**config.mk**
```make
export PLATFORM = sky130hd
export DESIGN_NAME = rr_arb_mux
export DESIGN_NICKNAME = d
export VERILOG_FILES = /design/src/rtl/rr_arb_pkg.sv /design/src/rtl/rr_arb_core.sv /design/src/rtl/rr_arb_mux.sv
export SDC_FILE = /design/constraint.sdc
export NUM_CORES = 1
export LEC_CHECK = 0
export CAP_MARGIN = 25
export CORE_ASPECT_RATIO = 0.6
export CORE_UTILIZATION = 34
export DETAILED_ROUTE_END_ITERATION = 12
export PLACE_DENSITY = 0.69
export SLEW_MARGIN = 0
export SYNTH_ARGS = -nofsm -noshare
export SYNTH_HDL_FRONTEND = slang
export SYNTH_SLANG_ARGS = --single-unit
```
**constraint.sdc**
```tcl
create_clock -name CLK -period 12.6 [get_ports CLK]
set_input_delay 1.26 -clock CLK [delete_from_list [all_inputs] [get_ports CLK]]
set_output_delay 1.26 -clock CLK [all_outputs]
set_load 0.005 [all_outputs]
```
**src/rtl/rr_arb_pkg.sv**
```systemverilog
// rr_arb_pkg: shared constants and helpers for the round-robin arbiter mux.
// Provides the reset pointer, output buffer depth and index-width function.
package rr_arb_pkg;

    // Priority pointer value after reset.
    localparam int RST_PTR   = 0;

    // Number of entries in the output buffer.
    localparam int BUF_DEPTH = 2;

    // Width of a requester index; never narrower than one bit.
    function automatic int idx_w(input int n);
        return (n > 1) ? $clog2(n) : 1;
    endfunction

endpackage

```
**src/rtl/rr_arb_core.sv**
```systemverilog
// rr_arb_core: pointer-based round-robin selector.
// Ports: req (requests), ptr (search start) -> grant (one-hot or zero),
// idx (index of the granted requester, 0 when nothing is requested).
module rr_arb_core #(
    parameter int N  = 3,
    parameter int IW = 2
) (
    input  logic [N-1:0]  req,
    input  logic [IW-1:0] ptr,
    output logic [N-1:0]  grant,
    output logic [IW-1:0] idx
);

    logic [N-1:0] hi;
    logic [N-1:0] pick;

    always_comb begin
        hi = '0;
        for (int k = 0; k < N; k++) begin
            hi[k] = req[k] && (k >= int'(ptr));
        end
        // Requests at or above the pointer win; otherwise wrap to bit 0.
        pick = (|hi) ? hi : req;

        idx = '0;
        for (int k = N - 1; k >= 0; k--) begin
            if (pick[k]) begin
                idx = IW'(k);
            end
        end

        grant = '0;
        for (int k = 0; k < N; k++) begin
            grant[k] = pick[k] && (idx == IW'(k));
        end
    end

endmodule

```
**src/rtl/rr_arb_mux.sv**
```systemverilog
// rr_arb_mux: round-robin arbiter over NUM_REQ bypass FIFOs feeding a
// 2-entry output buffer.
// Ports: CLK, Reset (async, active high); i_ReqVld/o_Grant request and
// grant per requester; i_Valid/i_Data return data one cycle after grant;
// o_Valid/o_Data/o_SrcId buffer head, popped by i_Ready.
// Build option: define RR_ARB_PROTO_CHECK_EN to add the sticky o_ProtoErr.
module rr_arb_mux
    import rr_arb_pkg::*;
#(
    parameter  int NUM_REQ = 3,
    parameter  int WIDTH   = 64,
    localparam int IW      = idx_w(NUM_REQ)
) (
    input  logic                     CLK,
    input  logic                     Reset,
    input  logic [NUM_REQ-1:0]       i_ReqVld,
    output logic [NUM_REQ-1:0]       o_Grant,
    input  logic [NUM_REQ-1:0]       i_Valid,
    input  logic [NUM_REQ*WIDTH-1:0] i_Data,
    output logic                     o_Valid,
    output logic [WIDTH-1:0]         o_Data,
    output logic [IW-1:0]            o_SrcId,
    input  logic                     i_Ready
`ifdef RR_ARB_PROTO_CHECK_EN
    ,
    output logic                     o_ProtoErr
`endif
);

    logic [IW-1:0]      ptr;
    logic [IW-1:0]      sel_q;
    logic               inflight;
    logic [NUM_REQ-1:0] core_grant;
    logic [IW-1:0]      core_idx;
    logic               grant_en;
    logic               pop;
    logic               push;
    logic [2:0]         load;
    logic [2:0]         limit;
    logic               sel_vld;
    logic [WIDTH-1:0]   sel_data;

    logic [1:0]         occ;
    logic [WIDTH-1:0]   head_data;
    logic [IW-1:0]      head_src;
    logic [WIDTH-1:0]   tail_data;
    logic [IW-1:0]      tail_src;

    rr_arb_core #(
        .N  (NUM_REQ),
        .IW (IW)
    ) u_core (
        .req   (i_ReqVld),
        .ptr   (ptr),
        .grant (core_grant),
        .idx   (core_idx)
    );

    assign pop = o_Valid && i_Ready;

    // A grant reserves a buffer slot: count what is stored plus what is
    // still returning, minus what leaves this cycle.
    always_comb begin
        load     = 3'(occ) + 3'(inflight);
        limit    = 3'(BUF_DEPTH) + 3'(pop);
        grant_en = !Reset && (|i_ReqVld) && (load < limit);
        o_Grant  = grant_en ? core_grant : '0;
    end

    always_ff @(posedge CLK or posedge Reset) begin
        if (Reset) begin
            ptr      <= IW'(RST_PTR);
            inflight <= 1'b0;
            sel_q    <= '0;
        end else begin
            inflight <= grant_en;
            if (grant_en) begin
                sel_q <= core_idx;
                if (core_idx == IW'(NUM_REQ - 1)) begin
                    ptr <= '0;
                end else begin
                    ptr <= core_idx + IW'(1);
                end
            end
        end
    end

    always_comb begin
        sel_vld  = 1'b0;
        sel_data = '0;
        for (int k = 0; k < NUM_REQ; k++) begin
            if (sel_q == IW'(k)) begin
                sel_vld  = i_Valid[k];
                sel_data = i_Data[k*WIDTH +: WIDTH];
            end
        end
    end

    // A grant whose data never shows up simply frees its slot.
    assign push = inflight && sel_vld;

    always_ff @(posedge CLK or posedge Reset) begin
        if (Reset) begin
            occ       <= '0;
            head_data <= '0;
            head_src  <= '0;
            tail_data <= '0;
            tail_src  <= '0;
        end else begin
            case ({push, pop})
                2'b10: begin
                    if (occ == 2'd0) begin
                        head_data <= sel_data;
                        head_src  <= sel_q;
                    end else begin
                        tail_data <= sel_data;
                        tail_src  <= sel_q;
                    end
                    occ <= occ + 2'd1;
                end
                2'b01: begin
                    head_data <= tail_data;
                    head_src  <= tail_src;
                    occ       <= occ - 2'd1;
                end
                2'b11: begin
                    if (occ == 2'd1) begin
                        head_data <= sel_data;
                        head_src  <= sel_q;
                    end else begin
                        head_data <= tail_data;
                        head_src  <= tail_src;
                        tail_data <= sel_data;
                        tail_src  <= sel_q;
                    end
                end
                default: ;
            endcase
        end
    end

    assign o_Valid = (occ != 2'd0);
    assign o_Data  = head_data;
    assign o_SrcId = head_src;

`ifdef RR_ARB_PROTO_CHECK_EN
    logic [NUM_REQ-1:0] grant_q;

    // Sticky: missing data after a grant, or data nobody asked for.
    always_ff @(posedge CLK or posedge Reset) begin
        if (Reset) begin
            grant_q    <= '0;
            o_ProtoErr <= 1'b0;
        end else begin
            grant_q <= o_Grant;
            if ((inflight && !sel_vld) || (|(i_Valid & ~grant_q))) begin
                o_ProtoErr <= 1'b1;
            end
        end
    end
`endif

endmodule

```
# After elaboration in Yosys (flattened, before gate mapping)
# Cells that the tools add are included.
# classes
addsub	5
n_mul	0
div_mod_pow	0
order_cmp	4
eq_ne	11
n_shift	0
n_mux	25
bitwise	0
reduce_logical	22
# ops
operator	count
$mux 64	7
$pmux 64 s3	1
$pmux 64 s2	1
$mux 2	8
$logic_and 1x1->1	10
$eq 2x1->1 const B	4
$eq 2x2->1 const B	4
$pmux 2 s2	2
$logic_not 2->1	3
$mux 3	2
$ne 2x2->1 const B	3
$pmux 2 s3	1
$reduce_bool 2->1	3
$reduce_or 3->1	2
$add 2x1->2 const B	2
$ge 1x2->1 const A	2
$add 2x1->3	1
$add 2x1->3 const A	1
$lt 3x3->1	1
$mux 1	3
$reduce_and 3->1	1
$reduce_bool 3->1	1
$ge 2x2->1 const A	1
$reduce_and 2->1	1
2 further kinds	2
# word_totals
reg_bits	139
latchBits	0
ram_bits	0
mem_bits_ro	0
input_bits	201
output_inout_bits	70
elab_cells	75
n_memories	0

# Longest topological paths before layout
# depth
word_depth	10
ltp_mapped	13
depth_no_buf	10

# Cells and area by module
# Synthesis repeated with hierarchy kept, for this count alone.
# hier_totals
cells_unflattened	655
hier_area_um2	7468.4
# modules_own_cells
module	n_inst	cells_per_inst	area_per_inst_um2	seq_area_each_um2
rr_arb_mux	1	642	7377.1	3478.3
rr_arb_core	1	13	91.3	0.0

# Worst setup path before layout
# OpenSTA, ideal clock, no wires.
# synth_timing
path_type	input -> output
start	input port i_Ready
end	output port o_Grant[1]
arrival_ps	2264
t_required_ps	11340
path_slack_ps	9076
stages	3
path_buffers	0
cell_sequence	or3b_1 -> a211oi_2 -> and4_1
# synth_between
elab_chain_len	5
# synth_rtl
item	line_no	rtl
start: declaration	rr_arb_mux.sv:23	input logic i_Ready
$logic_and 1x1->1	rr_arb_mux.sv:59	assign pop = o_Valid && i_Ready;
$add 2x1->3	rr_arb_mux.sv:65	limit = 3'(BUF_DEPTH) + 3'(pop);
$lt 3x3->1	rr_arb_mux.sv:66	grant_en = !Reset && (|i_ReqVld) && (load < limit);
$logic_and 1x1->1	rr_arb_mux.sv:66	
$mux 3	rr_arb_mux.sv:67	o_Grant = grant_en ? core_grant : '0;
end: declaration	rr_arb_mux.sv:17	output logic [NUM_REQ-1:0] o_Grant,
# Every way passes these cells.

# Worst setup path in the final report
# layout_timing
start	input port i_Ready
end	output port o_Grant[2]
# Same word-level chain as after synthesis.

==> results.md <==
- Top cells by area, synth: dfrtp_1, mux2_2, a21oi_1, mux2i_1, o2bb2ai_1
- Worst-Margin Slew: between 0.8 and 0.9 ns
- Area of the multi-input gates: roughly 0.0035 sq mm
- CP required: 11.34 ns
- Clock-pin transition on the worst setup and hold timing paths: ~0.06 ns
- Crit path top cell by count: clkdlybuf4s50_1
- Synth unique cells: 38
- Clk buf depth: 2
- Worst setup SP type: primary input
- Total CTS buffers: 17
- Gr ovfl total: 0
- Cell area after synthesis: between 0.007 and 0.008 sq mm
- Setup ws final: approximately 8.0 ns
- Cts repair resizes: 0
- Pin count of the biggest net entering global routing: 72
- Max-cap violations: 0
- Slowest stage delay, CP: around 0.52 ns
- Via count: about 6300
- Cell area power density: about 250 mW/mm^2
- Worst path slowest cell: clkdlybuf4s50_1
- First-pass GRT wire length: around 35000 um
- Final routed DRC violation total: 0
- Total clock sinks: about 140
- Synth Register Bits: 138
- Routed wire length: around 22000 um
- CP endpoint kind: output pin
- RSZ-0062 raised after global routing: false
- I/O pins: about 270
- Commonest cells after routing, fill and taps aside: clkdlybuf4s50_1, dfrtp_1, a21oi_1, a22oi_1
- Synth async-reset ratio: 100%
- Critical Path, Cell by Cell: clkdlybuf4s50_1 -> or3b_1 -> a211oi_2 -> o211a_1 -> clkdlybuf4s50_1
- DRT antenna net count: 0
- DRT iter0 DRCs: 370
- Syn Nets: between 800 and 900
- Die ar.: 0.0220 sq mm
- Die H: between 100 and 150 um
- Placed inst area: slightly above 0.01 sq mm
- Post CTS Setup Buffer Count: 0
- DRT Pass-1 Iters: 4
- Fillcell total: approximately 1900
- Fin. Hold Viols: 0
- Peak supply drop: around 160 uV
- Register area: 0.00346 sq mm
- Crit path max fanout: 9
- Root buffer cell: clkbuf_16
- Upper clock frequency limit: between 0.2 and 0.25 GHz
- Initial antenna violation count: 0
- Hold Crit Class: flop to flop
- NumNets Final: approximately 1100
- Top cell type's share of synthesized area: a little under half
- Core Box Area: roughly 0.021 sq mm
- Fraction of layout cells with a size suffix above 1: 12.8%
- Final Util: ~50%
- GR Util met3: under 10%
- Die Span X: between 150 and 200 um
- FP Rows: 41
- Met1 Use GR: 28.3%
- Flop-to-flop setup slack: between 9 and 10 ns
- Sequential share of the synthesized area: a little under half
- Total negative slack: 0 ns
- Number of global-route vias before repair: roughly 6500
- Dpl hpwl: about 15000 um
- Setup Crit Path Kind: primary input to output pin
- Gate Count Post-Synth: around 660
- Period utilisation layout: roughly 37%
- Vias per inst: around 5.3
- Max-slew headroom: 41.6%
- Hold buffer count at cts: 0
- Mapped Avg Cell Area: about 11 sq um
- Clk_lat worst skew: approximately 0.4 ns
- Min Hold Slack: approximately 0.50 ns
- Fin. max-slew vios: 0
- Port buffer count: 270
- Total GRT Usage: roughly a fifth
- Setup-failing EPs final: 0
- Starting Density: 34.6%
- GRT met2 Usage: approximately a third
- CTS H-tree depth: 4
- Placement Setup Slack: around 8 ns
- CTS tree: built
- YS warnings: 0
- Final Skew: roughly 0.014 ns
- Most common flop cell mapped by yosys: dfrtp_1
- Area growth, synth to finish: 47.6%
- Most common cell after layout, fill and taps aside: clkdlybuf4s50_1
- Leak: ~4.3 nW
- Post-route cell area: roughly 0.011 sq mm
- Worst path arrival time: around 3.4 ns
- Post-synth EDFFs: 0
- WL/cell: ~19 um
- Status: complete, no violations
- Tmin final: around 4.6 ns
- GR peak layer: met2
- RePlAce Congestion: slightly below 0.8
- Synth area leader: dfrtp_1
==> per-stage QoR <==
step	std cells	total power, W
after floorplan	661	0.00166
after global placement	1153	0.00216
after detailed placement	1153	0.00219
after CTS	1182	0.00272
after global routing	1182	0.00289
final	1183	0.00269
==> logic make-up after synthesis <==
group                    share of synthesized area (%)
flip-flops                                        47.4
buffers and inverters                             4.71
adder cells (fa/ha/maj)                           1.20
AO/OA/AOI/OAI                                     25.2
multiplexers                                      19.2
AND/OR/NAND/NOR                                   2.03
XOR/XNOR                                         0.240
==> registers in the layout, summed over array words and instances (netlist names) <==
name,cells
o_Data,64
tail_data,64
o_SrcId,2
occ,2
sel_q,2
tail_src,2
inflight,1
ptr,1
==> power breakdown <==
group / switching, W / internal (W) / total (W)
clock: 0.000189 / 0.000328 / 0.000516
combinational: 0.000661 / 0.000680 / 0.00134
sequential: 0.000154 / 0.000682 / 0.000836
total: 0.00100 / 0.00169 / 0.00269
==> routing by layer <==
metal	up-vias	share of wire, %	wire, um
met3	11	6.9	1520
met5	-	0	0
met1	3109	49	10800
met4	0	0.52	115
li1	2979	-	-
met2	207	44	9600
==> layout make-up <==
class                   count  area share, %
multi-input cells         447           32.7
flip-flops and latches    138           32.2
repair buffers            281           25.9
clock buffers              17           3.96
well taps                 279           3.25
clock inverters            12           1.65
inverters                   8          0.326
diodes                      1         0.0233
==> synth_stat cells, types with 3 or more instances <==
cell and number:
buf_6 5, inv_1 8, o21ai_0 3, nor2b_1 4
dfrtp_1 138, clkbuf_1 41, ha_1 7, nand2_1 11
nor2_1 4, o2bb2ai_1 63, mux2i_1 65, a22oi_1 66
buf_1 6, mux2_2 65, a21oi_1 134, buf_2 15
==> critical path: cells and delay by family <==
family	cells	cell delay [ns]
AOI/OAI and AO/OA	2	0.74
buffers and inverters	2	1.02
and+or+nand+nor	1	0.36
==> final timing paths <==
kind / from / endpoint / cells after the start
min in group asynchronous: Reset / o_Data[1] / 2
max: i_Ready / o_Grant[2] / 5
max in group asynchronous: Reset / o_Data[28] / 3
min: tail_data[19] / tail_data[19] / 1
min reg2reg: tail_data[19] / tail_data[19] / 1
max reg2reg: sel_q[1] / o_Data[62] / 5
(Power assumes the default switching activity.)
